==> src/rtl/ps2_key_ctrl.sv <==
// Keyboard-event controller behind the PS/2 frame receiver: edge-detects bytes and errors,
// folds E0/F0 prefixes into make/break events and queues them in a show-ahead FIFO.
module ps2_key_ctrl #(
    parameter int FIFO_AW = 3,
    parameter int TIMEOUT = 50000,
    parameter int TO_BITS = 16
) (
    input  logic       clk,
    input  logic       reset,
    input  logic [7:0] rxData,
    input  logic       rxReady,
    input  logic       rxError,
    output logic       rxReset,
    output logic       evValid,
    output logic [7:0] evCode,
    output logic       evBreak,
    output logic       evExt,
    input  logic       evPop,
    output logic       overflow,
    output logic [7:0] errCount
);

    typedef enum logic [1:0] {S_IDLE, S_E0, S_F0, S_E0F0} state_t;

    localparam int                 DEPTH    = 1 << FIFO_AW;
    localparam logic [FIFO_AW:0]   FULL_CNT = (FIFO_AW+1)'(DEPTH);
    localparam logic [TO_BITS-1:0] TO_LAST  = TO_BITS'(TIMEOUT - 1);

    state_t               state, state_nx;
    logic                 prev_ready, prev_error;
    logic [TO_BITS-1:0]   to_cnt;
    logic [9:0]           mem [DEPTH];
    logic [FIFO_AW-1:0]   wr_ptr, rd_ptr;
    logic [FIFO_AW:0]     count;
    logic                 err_strobe, byte_strobe, overrun, full;
    logic                 push, do_push, do_pop, count_err;
    logic [9:0]           push_data, head;

    // An error edge masks any byte edge in the same cycle.
    assign err_strobe  = rxError & ~prev_error;
    assign byte_strobe = rxReady & ~prev_ready & ~err_strobe;
    assign overrun     = (rxData == 8'h00) || (rxData == 8'hFF);
    assign count_err   = err_strobe || (byte_strobe && overrun);

    assign full    = (count == FULL_CNT);
    assign do_pop  = evPop && (count != '0);
    assign do_push = push && (!full || do_pop);

    // NOTE: every output of this block gets a default first so no latch is inferred.
    always_comb begin
        state_nx  = state;
        push      = 1'b0;
        push_data = {2'b00, rxData};
        if (err_strobe) begin
            state_nx = S_IDLE;
        end else if (byte_strobe) begin
            if (overrun) begin
                state_nx = S_IDLE;
            end else begin
                case (state)
                    S_IDLE: begin
                        if (rxData == 8'hE0)      state_nx = S_E0;
                        else if (rxData == 8'hF0) state_nx = S_F0;
                        else begin push = 1'b1; push_data = {2'b00, rxData}; end
                    end
                    S_E0: begin
                        if (rxData == 8'hF0)      state_nx = S_E0F0;
                        else if (rxData != 8'hE0) begin
                            push = 1'b1; push_data = {2'b10, rxData}; state_nx = S_IDLE;
                        end
                    end
                    S_F0: begin
                        if (rxData == 8'hE0)      state_nx = S_E0F0;
                        else if (rxData != 8'hF0) begin
                            push = 1'b1; push_data = {2'b01, rxData}; state_nx = S_IDLE;
                        end
                    end
                    S_E0F0: begin
                        if (rxData != 8'hE0 && rxData != 8'hF0) begin
                            push = 1'b1; push_data = {2'b11, rxData}; state_nx = S_IDLE;
                        end
                    end
                    default: state_nx = S_IDLE;
                endcase
            end
        end else if (state != S_IDLE && to_cnt == TO_LAST) begin
            state_nx = S_IDLE;
        end
    end

    always_ff @(posedge clk) begin
        if (reset) begin
            state      <= S_IDLE;
            prev_ready <= 1'b1;
            prev_error <= 1'b1;
            to_cnt     <= '0;
            wr_ptr     <= '0;
            rd_ptr     <= '0;
            count      <= '0;
            rxReset    <= 1'b0;
            overflow   <= 1'b0;
            errCount   <= 8'h00;
        end else begin
            state      <= state_nx;
            prev_ready <= rxReady;
            prev_error <= rxError;
            rxReset    <= err_strobe;
            to_cnt     <= (byte_strobe || state == S_IDLE) ? '0 : to_cnt + TO_BITS'(1);
            if (count_err && errCount != 8'hFF) errCount <= errCount + 8'd1;
            if (push && full && !do_pop)        overflow <= 1'b1;
            if (do_push) wr_ptr <= wr_ptr + FIFO_AW'(1);
            if (do_pop)  rd_ptr <= rd_ptr + FIFO_AW'(1);
            case ({do_push, do_pop})
                2'b10:   count <= count + 1'b1;
                2'b01:   count <= count - 1'b1;
                default: count <= count;
            endcase
        end
    end

    // NOTE: the event array is deliberately not reset; validity is tracked by count alone.
    always_ff @(posedge clk) begin
        if (do_push) mem[wr_ptr] <= push_data;
    end

    assign head    = (count != '0) ? mem[rd_ptr] : '0;
    assign evValid = (count != '0);
    assign {evExt, evBreak, evCode} = head;

endmodule

==> config.mk <==
export PLATFORM = sky130hd
export DESIGN_NAME = ps2_key_ctrl
export DESIGN_NICKNAME = d
export VERILOG_FILES = /design/src/rtl/ps2_key_ctrl.sv
export SDC_FILE = /design/constraint.sdc
export NUM_CORES = 1
export LEC_CHECK = 0
export ABC_AREA = 1
export CAP_MARGIN = 15
export CELL_PAD_IN_SITES_DETAIL_PLACEMENT = 1
export CELL_PAD_IN_SITES_GLOBAL_PLACEMENT = 1
export CORE_ASPECT_RATIO = 0.75
export CORE_MARGIN = 1.5
export CORE_UTILIZATION = 30
export CTS_BUF_LIST = sky130_fd_sc_hd__clkbuf_8
export DETAILED_ROUTE_END_ITERATION = 8
export PLACE_DENSITY = 0.59
export SLEW_MARGIN = 20
export SYNTH_ARGS = -nofsm -noshare
export SYNTH_HDL_FRONTEND = slang
export SYNTH_SLANG_ARGS = --single-unit
==> constraint.sdc <==
create_clock -name clk -period 2 [get_ports clk]
set_clock_uncertainty 0.05 [all_clocks]
set_input_delay 0.4 -clock clk [delete_from_list [all_inputs] [get_ports clk]]
set_output_delay 0.4 -clock clk [all_outputs]
set_load 0.01 [all_outputs]
==> results of run 1 <==
[synthesized netlist by cell type (7+ instances only)]
library cell	instances	area share (%)
nand2_2	7	0.82
nand2_1	60	4.2
nor2_1	115	8.1
o22ai_1	10	1.2
nand4_1	7	0.82
nand3_1	21	2.0
edfxtp_1	80	45
inv_1	54	3.8
a31oi_1	10	1.2
clkbuf_1	16	1.1
o21ai_0	72	6.8
dfxtp_1	43	16
a21oi_1	22	2.1
[cells by family after synthesis]
group                    count (synthesis)
adder cells (fa/ha/maj)                  7
buffers and inverters                   78
AND/OR/NAND/NOR                        231
flip-flops                             123
XOR/XNOR                                 3
AO/OA/AOI/OAI                          118
[timing repair]
action / 4_1_cts / 5_1_grt
gates cloned: 2 / 0
setup buffers: 15 / 5
resized for setup: 117 / 40
hold buffers: 0 / 0
pin swaps: 17 / 11
setup endpoints to repair: 102 / 92
[flip-flops by register name, indices dropped and copies added (netlist names), 2 cells and up, named ones only]
name	count
mem	80
to_cnt	16
errCount	8
count	4
rd_ptr	3
wr_ptr	3
state	2
[worst max path at each step]
stage | from | to | slack (ps)
floorplan | rxError | mem[6][0]$_DFFE_PP_ | -100
global placement | rxData[4] | count[3]$_SDFFE_PP0P_ | -840
detailed placement | rxData[4] | count[3]$_SDFFE_PP0P_ | -1020
CTS | flop | evCode[6] | -270
global route | flop | evCode[6] | -360
finish | flop | evCode[6] | -240
[worst max-delay path: cells and delay by family (launching register included)]
kind | cells | cell delay [ps]
buffers and inverters | 3 | 500
flip-flops | 1 | 400
AO/OA/AOI/OAI | 3 | 380
AND/OR/NAND/NOR | 1 | 40
[layout by cell type (no fill, tap or decap), types with 12 or more instances in the layout]
master	count
clkdlybuf4s50_1	14
buf_6	12
o21ai_1	29
o21ai_0	42
nand3_1	20
nor2_1	102
inv_1	49
clkbuf_8	17
buf_4	64
nand2_1	54
buf_12	12
dfxtp_1	38
edfxtp_1	80
a21oi_1	22
[power groups by stage]
stage	logic (mW)	registers, mW	clock network, mW
2_1_floorplan	1.30	2.91	0
3_3_place_gp	2.72	2.92	0
3_5_place_dp	2.78	2.93	0
4_1_cts	3.36	2.91	2.50
5_1_grt	3.81	2.92	2.60
6_report	3.44	2.91	2.44
[routing by layer]
layer  wire length [um]  share of wire (%)  vias up
met1               6860                 46     2125
li1                   -                  -     2147
met3                472                3.2       17
met2               7290                 49       56
met5                  0                  0        -
met4                182                1.2        0
[layout make-up]
| cell class | count | area, um2 |
|---|---|---|
| clock buffers | 17 | 234 |
| clock inverters | 15 | 199 |
| fillers | 1969 | 9760 |
| inverters | 60 | 238 |
| multi-input cells | 359 | 1930 |
| flip-flops and latches | 123 | 3270 |
| well taps | 236 | 295 |
| repair buffers | 122 | 1150 |
==> impl_metrics.yaml, run 1 <==
final_layout:
  final_util_pct: 42.9
  stdcell_count: 932
  finalNetCount: 703
  diodes: 0
  layout-drive-gt1-share_pct: 28.2
  postLayoutCellArea_um2: 7320
  syn_to_final_growth_pct: 37.9
worst_hold_path:
  hp-class: "in -> reg"
  worstHoldStart: "rxData[4]"
  min_to: "mem[2][4]$_DFFE_PP_"
  hold_path_depth: 1
global_routing:
  grt_pass1_vias: 4712
  use_met2_pct: 30.2
  grt_max_degree: 18
  antenna_found_initial: 0
  busiest_layer: "met2"
  grt_usage_pct: 17.5
  grt_first_pass_wirelength_mm: 24.5
  gr-usage-met1_pct: 21.5
  grt_remaining_overflow: 0
  met3_usage_pct: 4.14
pwr:
  powerDensity_nw_per_um2: 1200
  intPower_mw: 5.88
  ir_worst_vdd_v: 0.000451
  power_mw: 8.79
  pwr-share-comb_pct: 39.1
  p_seq_share_pct: 33.1
  switching_power_mw: 2.91
  clockPowerShare_pct: 27.7
  power_leakage_nw: 2.76
  switching_share_pct: 33.1
timing:
  setup_slack_ps: -237
  fmax_ghz: 0.447
  drv_slew: 0
  final.setup.tns_ps: -2120
  hold_violations: 0
  rsz0062_at_grt: "true"
  timing.slew.headroom_pct: 67.2
  period_minus_slack_ps: 2240
  fin_crit_sh_pct: 112
  setup_viol: 11
  tightest_slew_ps: 490
  hold-worst-slack_ps: 269
synth:
  synth-xor-area-share_pct: 0.495
  seq_area_frac_synth_pct: 61.4
  syn_area_um2: 5310
  synth-edff-count: 80
  yosys_warnings: 0
  yosys.area_share.simple_pct: 19.0
  synthAdderAreaFrac_pct: 1.79
  synth.area.mux_share_pct: 0
  postSynthCellCount: 560
  synth-compound-area-share_pct: 11.7
  syn_avg_cell_area_um2: 9.48
  synth.distinct_cells: 32
  synth_top_family_by_area: "simple AND/OR/NAND/NOR gates"
  yosys_register_bits: 123
  synthFlopType: "edfxtp_1"
  synth_nets: 580
  synth_async_sr_flop_share_pct: 0
detailed_routing:
  wire_per_inst_um: 15.9
  drt_iter0_markers: 160
  drt_wl_total_mm: 14.8
  viasPerCell: 4.66
  remaining_drc_errors: 0
  ant_nets: 0
  firstDrtPassIters: 4
  vias: 4345
floorplanning:
  die_h_um: 118
  die_area_um2: 18500
  rows: 41
  die_x_um: 157
  start_util_pct: 31.1
  io_pins: 34
  coreArea_um2: 17100
clocking:
  h-tree-depth: 4
  clkSinkCount: 123
  cts_tree: "built"
  clk_pin_slew_ps: 80
  clk_path_buf_depth: 2
  clock_latency_ps: 460
  cts_buffers: 17
  root_buffer: "clkbuf_8"
placed_design:
  place_congestion: 0.754
  dp_cells: 881
  port_buffers: 33
  hpwl_mm: 10.1
  place_area_um2: 6550
  place_ws_ps: -1020
setup_path:
  r2r_end: "count[3]$_SDFFE_PP0P_"
  ff2ff_path_depth: 19
  cp_max_fo: 11
  arrival_ps: 1790
  r2r-start: "count[1]$_SDFFE_PP0P_"
  crit_required_ps: 1550
  slowest_stage: "dfxtp_4"
  start_kind: "flop"
  r2r_slack_ps: -180
  max_stage_delay_ps: 400
  crit_type: "reg -> out"
  crit_chain: "inv_8 -> buf_4 -> nor2_1 -> o22ai_1 -> o21ai_1 -> a31oi_1 -> clkdlybuf4s15_2"
  crit_path_end_kind: "primary output"
status:
  violations: "negative setup slack"
  status: "complete, but fails checks"
job:
  cap_violations: 0
Power figures use the tool's default switching activity.
==> run 2, diff against run 1 <==
--- a/config.mk
+++ b/config.mk
@@ -7,14 +7,13 @@
 export LEC_CHECK = 0
 export ABC_AREA = 1
 export CAP_MARGIN = 15
-export CELL_PAD_IN_SITES_DETAIL_PLACEMENT = 1
-export CELL_PAD_IN_SITES_GLOBAL_PLACEMENT = 1
 export CORE_ASPECT_RATIO = 0.75
 export CORE_MARGIN = 1.5
 export CORE_UTILIZATION = 30
 export CTS_BUF_LIST = sky130_fd_sc_hd__clkbuf_8
 export DETAILED_ROUTE_END_ITERATION = 8
-export PLACE_DENSITY = 0.59
+export PLACE_DENSITY = 0.47
+export REMOVE_ABC_BUFFERS = 1
 export SLEW_MARGIN = 20
 export SYNTH_ARGS = -nofsm -noshare
 export SYNTH_HDL_FRONTEND = slang
==> constraint.sdc (replaced) <==
create_clock -name clk -period 2.4 [get_ports clk]
set_clock_uncertainty 0.05 [all_clocks]
set_input_delay 0.48 -clock clk [delete_from_list [all_inputs] [get_ports clk]]
set_output_delay 0.48 -clock clk [all_outputs]
set_load 0.01 [all_outputs]
==> impl_metrics.yaml, run 2 (synthesized netlist as in run 1, its figures left out) <==
setup_path:
  crit_chain: "inv_6 -> buf_12 -> o21ai_0 -> o22ai_1 -> o21ai_1 -> a31oi_1 -> buf_2"
  r2r-start: "count[1]$_SDFFE_PP0P_"
  crit_required_ps: 1870
  ff2ff_path_depth: 17
  r2r_slack_ps: 330
  crit_type: "reg -> out"
  cp_max_fo: 17
  max_stage_delay_ps: 390
  start_kind: "flop"
  r2r_end: "count[3]$_SDFFE_PP0P_"
  arrival_ps: 1760
  slowest_stage: "dfxtp_4"
  crit_path_end_kind: "primary output"
pwr:
  pwr-share-comb_pct: 33.9
  switching_share_pct: 33.7
  switching_power_mw: 2.10
  intPower_mw: 4.12
  power_mw: 6.21
  clockPowerShare_pct: 26.9
  powerDensity_nw_per_um2: 918
  p_seq_share_pct: 39.2
  power_leakage_nw: 2.57
  ir_worst_vdd_v: 0.000437
final_layout:
  layout_common_cells: "115 x nor2_1, 80 x edfxtp_1, 67 x o21ai_0"
  layout-drive-gt1-share_pct: 19.8
  finalNetCount: 675
  syn_to_final_growth_pct: 27.4
  final_util_pct: 39.6
  regMostFlops: "mem"
  stdcell_count: 904
  largest_register_ffs: 80
  reg_top3: "mem x80, to_cnt x16, errCount x8"
  final_common_cell: "nor2_1"
  postLayoutCellArea_um2: 6770
  diodes: 0
worst_hold_path:
  hp-class: "in -> reg"
  min_to: "mem[3][1]$_DFFE_PP_"
  hold_path_depth: 1
  worstHoldStart: "rxData[1]"
timing:
  hold-worst-slack_ps: 322
  drv_slew: 0
  rsz0062_at_grt: "true"
  fin_crit_sh_pct: 95.5
  fmax_ghz: 0.437
  period_minus_slack_ps: 2290
  tightest_slew_ps: 588
  hold_violations: 0
  timing.slew.headroom_pct: 60.7
  setup_viol: 0
clocking:
  root_buffer: "clkbuf_8"
  cts_buffers: 17
  h-tree-depth: 4
  cts_tree: "built"
  clkSinkCount: 123
  clock_latency_ps: 430
  ctsHoldBuffers: 0
  clk_path_buf_depth: 2
  clk_pin_slew_ps: 80
global_routing:
  grt_usage_pct: 14.6
  grt_max_degree: 21
  grt_pass1_vias: 4166
  antenna_found_initial: 0
  grt_remaining_overflow: 0
  grt_first_pass_wirelength_mm: 20.6
status:
  status: "finished, final reports clean"
detailed_routing:
  viasPerCell: 4.54
  firstDrtPassIters: 4
  drt_iter0_markers: 222
  ant_nets: 0
  wire_per_inst_um: 14.0
  remaining_drc_errors: 0
  vias: 4106
  drt_wl_total_mm: 12.7
floorplanning:
  die_area_um2: 18500
  die_h_um: 118
  die_x_um: 157
  rows: 41
  coreArea_um2: 17100
  start_util_pct: 31.1
  io_pins: 34
placed_design:
  dp_cells: 870
  place_congestion: 0.776
  place_area_um2: 6380
  hpwl_mm: 8.72
  port_buffers: 33
job:
  cap_violations: 0
-- run 2: changes by cell type in the layout (fill, tap and decap cells not counted), sizes merged --
| cell | change |
|---|---|
| dlymetal6s2s | +3 |
| clkdlybuf4s50 | +1 |
| buf | -34 |
| clkinv | +1 |
| dlygate4sd2 | -4 |
| clkinvlp | +1 |
| bufinv | -3 |
| inv | +1 |
| clkbuf | +6 |
-- run 2: worst max path at each step --
| stage | to | slack, ps | cells past startpoint |
|---|---|---|---|
| 6_report | evCode[0] | 110 | 7 |
| 5_1_grt | count[3]$_SDFFE_PP0P_ | -20 | 17 |
| 4_1_cts | evCode[0] | -20 | 7 |
| 3_5_place_dp | count[3]$_SDFFE_PP0P_ | -630 | 17 |
| 3_3_place_gp | count[3]$_SDFFE_PP0P_ | -580 | 18 |
| 2_1_floorplan | evBreak | 80 | 5 |
-- run 2: repair_timing --
item                                    4_1_cts  5_1_grt
gates resized for setup                      35       34
endpoints found under the setup margin       57       17
buffers inserted                              0        1
pin swaps                                     0        3
gates cloned                                  0        1
-- run 2: worst max-delay path: cells and delay by family (launching register included) --
kind	cells	cell delay (ps)
AO/OA/AOI/OAI	4	530
buffers and inverters	3	400
flip-flops	1	390
-- run 2: final cells by class --
type | count | area, um2
Multi-Input combinational cell | 359 | 1760
Inverter | 60 | 233
Tap cell | 236 | 295
Fill cell | 1656 | 10300
Timing Repair Buffer | 94 | 852
Clock inverter | 15 | 123
Clock buffer | 17 | 234
Sequential cell | 123 | 3270
-- run 2: per-stage QoR --
stage	TNS (ps)	setup slack, ps
floorplan	0	84.5
global route	-58.1	-21.7
finish	0	109
CTS	-37.5	-16.8
detailed placement	-46640	-626
global placement	-39130	-584
-- run 2: power groups by stage --
stage	Combinational (mW)	Clock, mW	Sequential [mW]
floorplan	0.934	0	2.49
global placement	2.15	0	2.45
detailed placement	2.15	0	2.46
CTS	2.10	1.72	2.43
global route	2.37	1.82	2.45
finish	2.11	1.67	2.44
-- run 2: routing by layer --
| metal | vias up | track usage [%] | wire [um] |
|---|---|---|---|
| met3 | 12 | 3.52 | 560 |
| li1 | 2092 | - | - |
| met1 | 1930 | 18.8 | 6080 |
| met4 | 0 | 5.36 | 151 |
| met2 | 72 | 23.7 | 5890 |
| met5 | - | 0 | 0 |
==> run 3, diff against run 2 <==
--- a/config.mk
+++ b/config.mk
@@ -9,10 +9,10 @@
 export CAP_MARGIN = 15
 export CORE_ASPECT_RATIO = 0.75
 export CORE_MARGIN = 1.5
-export CORE_UTILIZATION = 30
+export CORE_UTILIZATION = 43
 export CTS_BUF_LIST = sky130_fd_sc_hd__clkbuf_8
 export DETAILED_ROUTE_END_ITERATION = 8
-export PLACE_DENSITY = 0.47
+export PLACE_DENSITY = 0.62
 export REMOVE_ABC_BUFFERS = 1
 export SLEW_MARGIN = 20
 export SYNTH_ARGS = -nofsm -noshare
==> impl_metrics.yaml, run 3 (synthesized netlist as in run 1, its figures left out) <==
status:
  status: "finished, final reports clean"
setup_path:
  r2r_end: "count[3]$_SDFFE_PP0P_"
  r2r-start: "count[1]$_SDFFE_PP0P_"
  slowest_stage: "clkdlybuf4s50_1"
  critPathBufInv: 4
  arrival_ps: 1760
  crit_path_end_kind: "primary output"
  r2r_slack_ps: 290
  ff2ff_path_depth: 17
  crit_family: "buffers and inverters"
  max_stage_delay_ps: 530
  cp_max_fo: 7
  crit_required_ps: 1870
  crit_chain: "inv_2 -> nand2_1 -> inv_1 -> nand3_2 -> buf_6 -> clkdlybuf4s50_1"
  crit_type: "reg -> out"
  start_kind: "flop"
timing:
  rsz0062_at_grt: "false"
  setup_viol: 0
  drv_slew: 0
  tightest_slew_ps: 647
  final.setup.tns_ps: 0
  hold_violations: 0
  timing.slew.headroom_pct: 56.7
  fin_crit_sh_pct: 95.4
  fmax_ghz: 0.437
  period_minus_slack_ps: 2290
clocking:
  cts_tree: "built"
  h-tree-depth: 4
  clkSinkCount: 123
  root_buffer: "clkbuf_8"
  clk_pin_slew_ps: 70
  cts_buffers: 17
  clk_path_buf_depth: 2
  clock_latency_ps: 430
final_layout:
  layout-drive-gt1-share_pct: 18.9
  finalNetCount: 672
  multi_input_area_um2: 1770
  seq_area_um2: 3270
  largest_register_ffs: 80
  fill_cells: 1061
  diodes: 0
  layout_common_cells: "114 x nor2_1, 80 x edfxtp_1, 65 x o21ai_0"
  syn_to_final_growth_pct: 24.9
  postLayoutCellArea_um2: 6630
  final_common_cell: "nor2_1"
  reg_top3: "mem x80, to_cnt x16, errCount x8"
  regMostFlops: "mem"
global_routing:
  grt_remaining_overflow: 0
  antenna_found_initial: 0
  busiest_layer: "met2"
  use_met2_pct: 32.3
  grt_pass1_vias: 4003
  grt_first_pass_wirelength_mm: 19.4
  grt_usage_pct: 19.3
  grt_max_degree: 25
  met3_usage_pct: 5.10
  gr-usage-met1_pct: 24.5
detailed_routing:
  wire_per_inst_um: 14.3
  remaining_drc_errors: 0
  vias: 4106
  firstDrtPassIters: 5
  drt_wl_total_mm: 11.9
  ant_nets: 0
  viasPerCell: 4.96
  drt_iter0_markers: 334
pwr:
  clockPowerShare_pct: 27.8
  powerDensity_nw_per_um2: 926
  switching_share_pct: 32.7
  p_seq_share_pct: 39.4
  pwr-share-comb_pct: 32.8
  power_leakage_nw: 2.57
  switching_power_mw: 2.01
  intPower_mw: 4.13
  ir_worst_vdd_v: 0.000455
floorplanning:
  die_area_um2: 13000
  start_util_pct: 44.9
  die_x_um: 131
  die_h_um: 99.3
  coreArea_um2: 11800
  rows: 34
  io_pins: 34
placed_design:
  port_buffers: 33
  place_congestion: 0.840
  place_area_um2: 6220
  hpwl_mm: 8.41
job:
  cap_violations: 0
worst_hold_path:
  hp-class: "in -> reg"
  hold_path_depth: 1
  worstHoldStart: "rxData[0]"
  min_to: "mem[3][0]$_DFFE_PP_"
==> run 3: worst reg2reg max path, stage by stage (launching register included) <==
cell	delay [ps]
dfxtp_2	330
inv_1	80
nand2_1	70
inv_1	70
nand3_2	110
nand2_1	110
inv_2	50
nand2_2	60
inv_1	50
ha_1	310
nand2_1	70
nor2_1	40
a211oi_2	180
nand3b_1	160
nand2_1	70
nor2_1	100
nor2_1	40
nor2_1	90
==> run 3: what timing repair did <==
item / in CTS / in global routing
pin swaps: 0 / 3
hold buffers: 0 / 0
buffers inserted: 0 / 1
resized for setup: 36 / 33
endpoints found under the setup margin: 75 / 75
gates cloned: 0 / 1
==> run 3: metal layers <==
layer,share of wire [%],routed length (um)
met2,47,5610
met3,4.0,470
met1,47,5600
met5,0,0
met4,1.6,185
==> run 3: per-stage QoR <==
stage | power (mW) | hold WS [ps] | utilization [%] | instances | worst slack (ps)
after detailed placement | 4.45 | 396 | 52.6 | 793 | -646
after global routing | 6.51 | 330 | 56.1 | 827 | 8.37
final | 6.14 | 349 | 56.1 | 827 | 110
after global placement | 4.42 | 380 | 52.6 | 793 | -534
after CTS | 6.16 | 406 | 55.9 | 825 | -0.496
after floorplan | 3.43 | 368 | - | 542 | 84.5
==> run 3: how the worst max path moves through the flow <==
stage / startpoint / slack, ps / to / cells after the start
4_1_cts: flop / -0.5 / evCode[1] / 7
6_report: count[0]$_SDFFE_PP0P_ / 110 / evValid / 6
3_5_place_dp: rxData[3] / -650 / count[3]$_SDFFE_PP0P_ / 17
3_3_place_gp: rxData[3] / -530 / count[3]$_SDFFE_PP0P_ / 17
5_1_grt: rxData[2] / 8 / count[3]$_SDFFE_PP0P_ / 17
2_1_floorplan: flop / 80 / evBreak / 5
==> run 3: final cells by class <==
type	instances	share of cell area, %
multi-input cells	359	26.7
inverters	60	3.47
repair buffers	91	12.0
clock buffers	17	3.53
flip-flops and latches	123	49.3
well taps	162	3.06
clock inverters	15	2.04
==> run 3: power by group through the flow <==
stage	logic [mW]	clock network, mW	registers, mW
floorplan	0.934	0	2.49
global placement	1.98	0	2.44
detailed placement	2.00	0	2.44
CTS	1.99	1.76	2.41
global route	2.23	1.85	2.43
finish	2.01	1.71	2.42
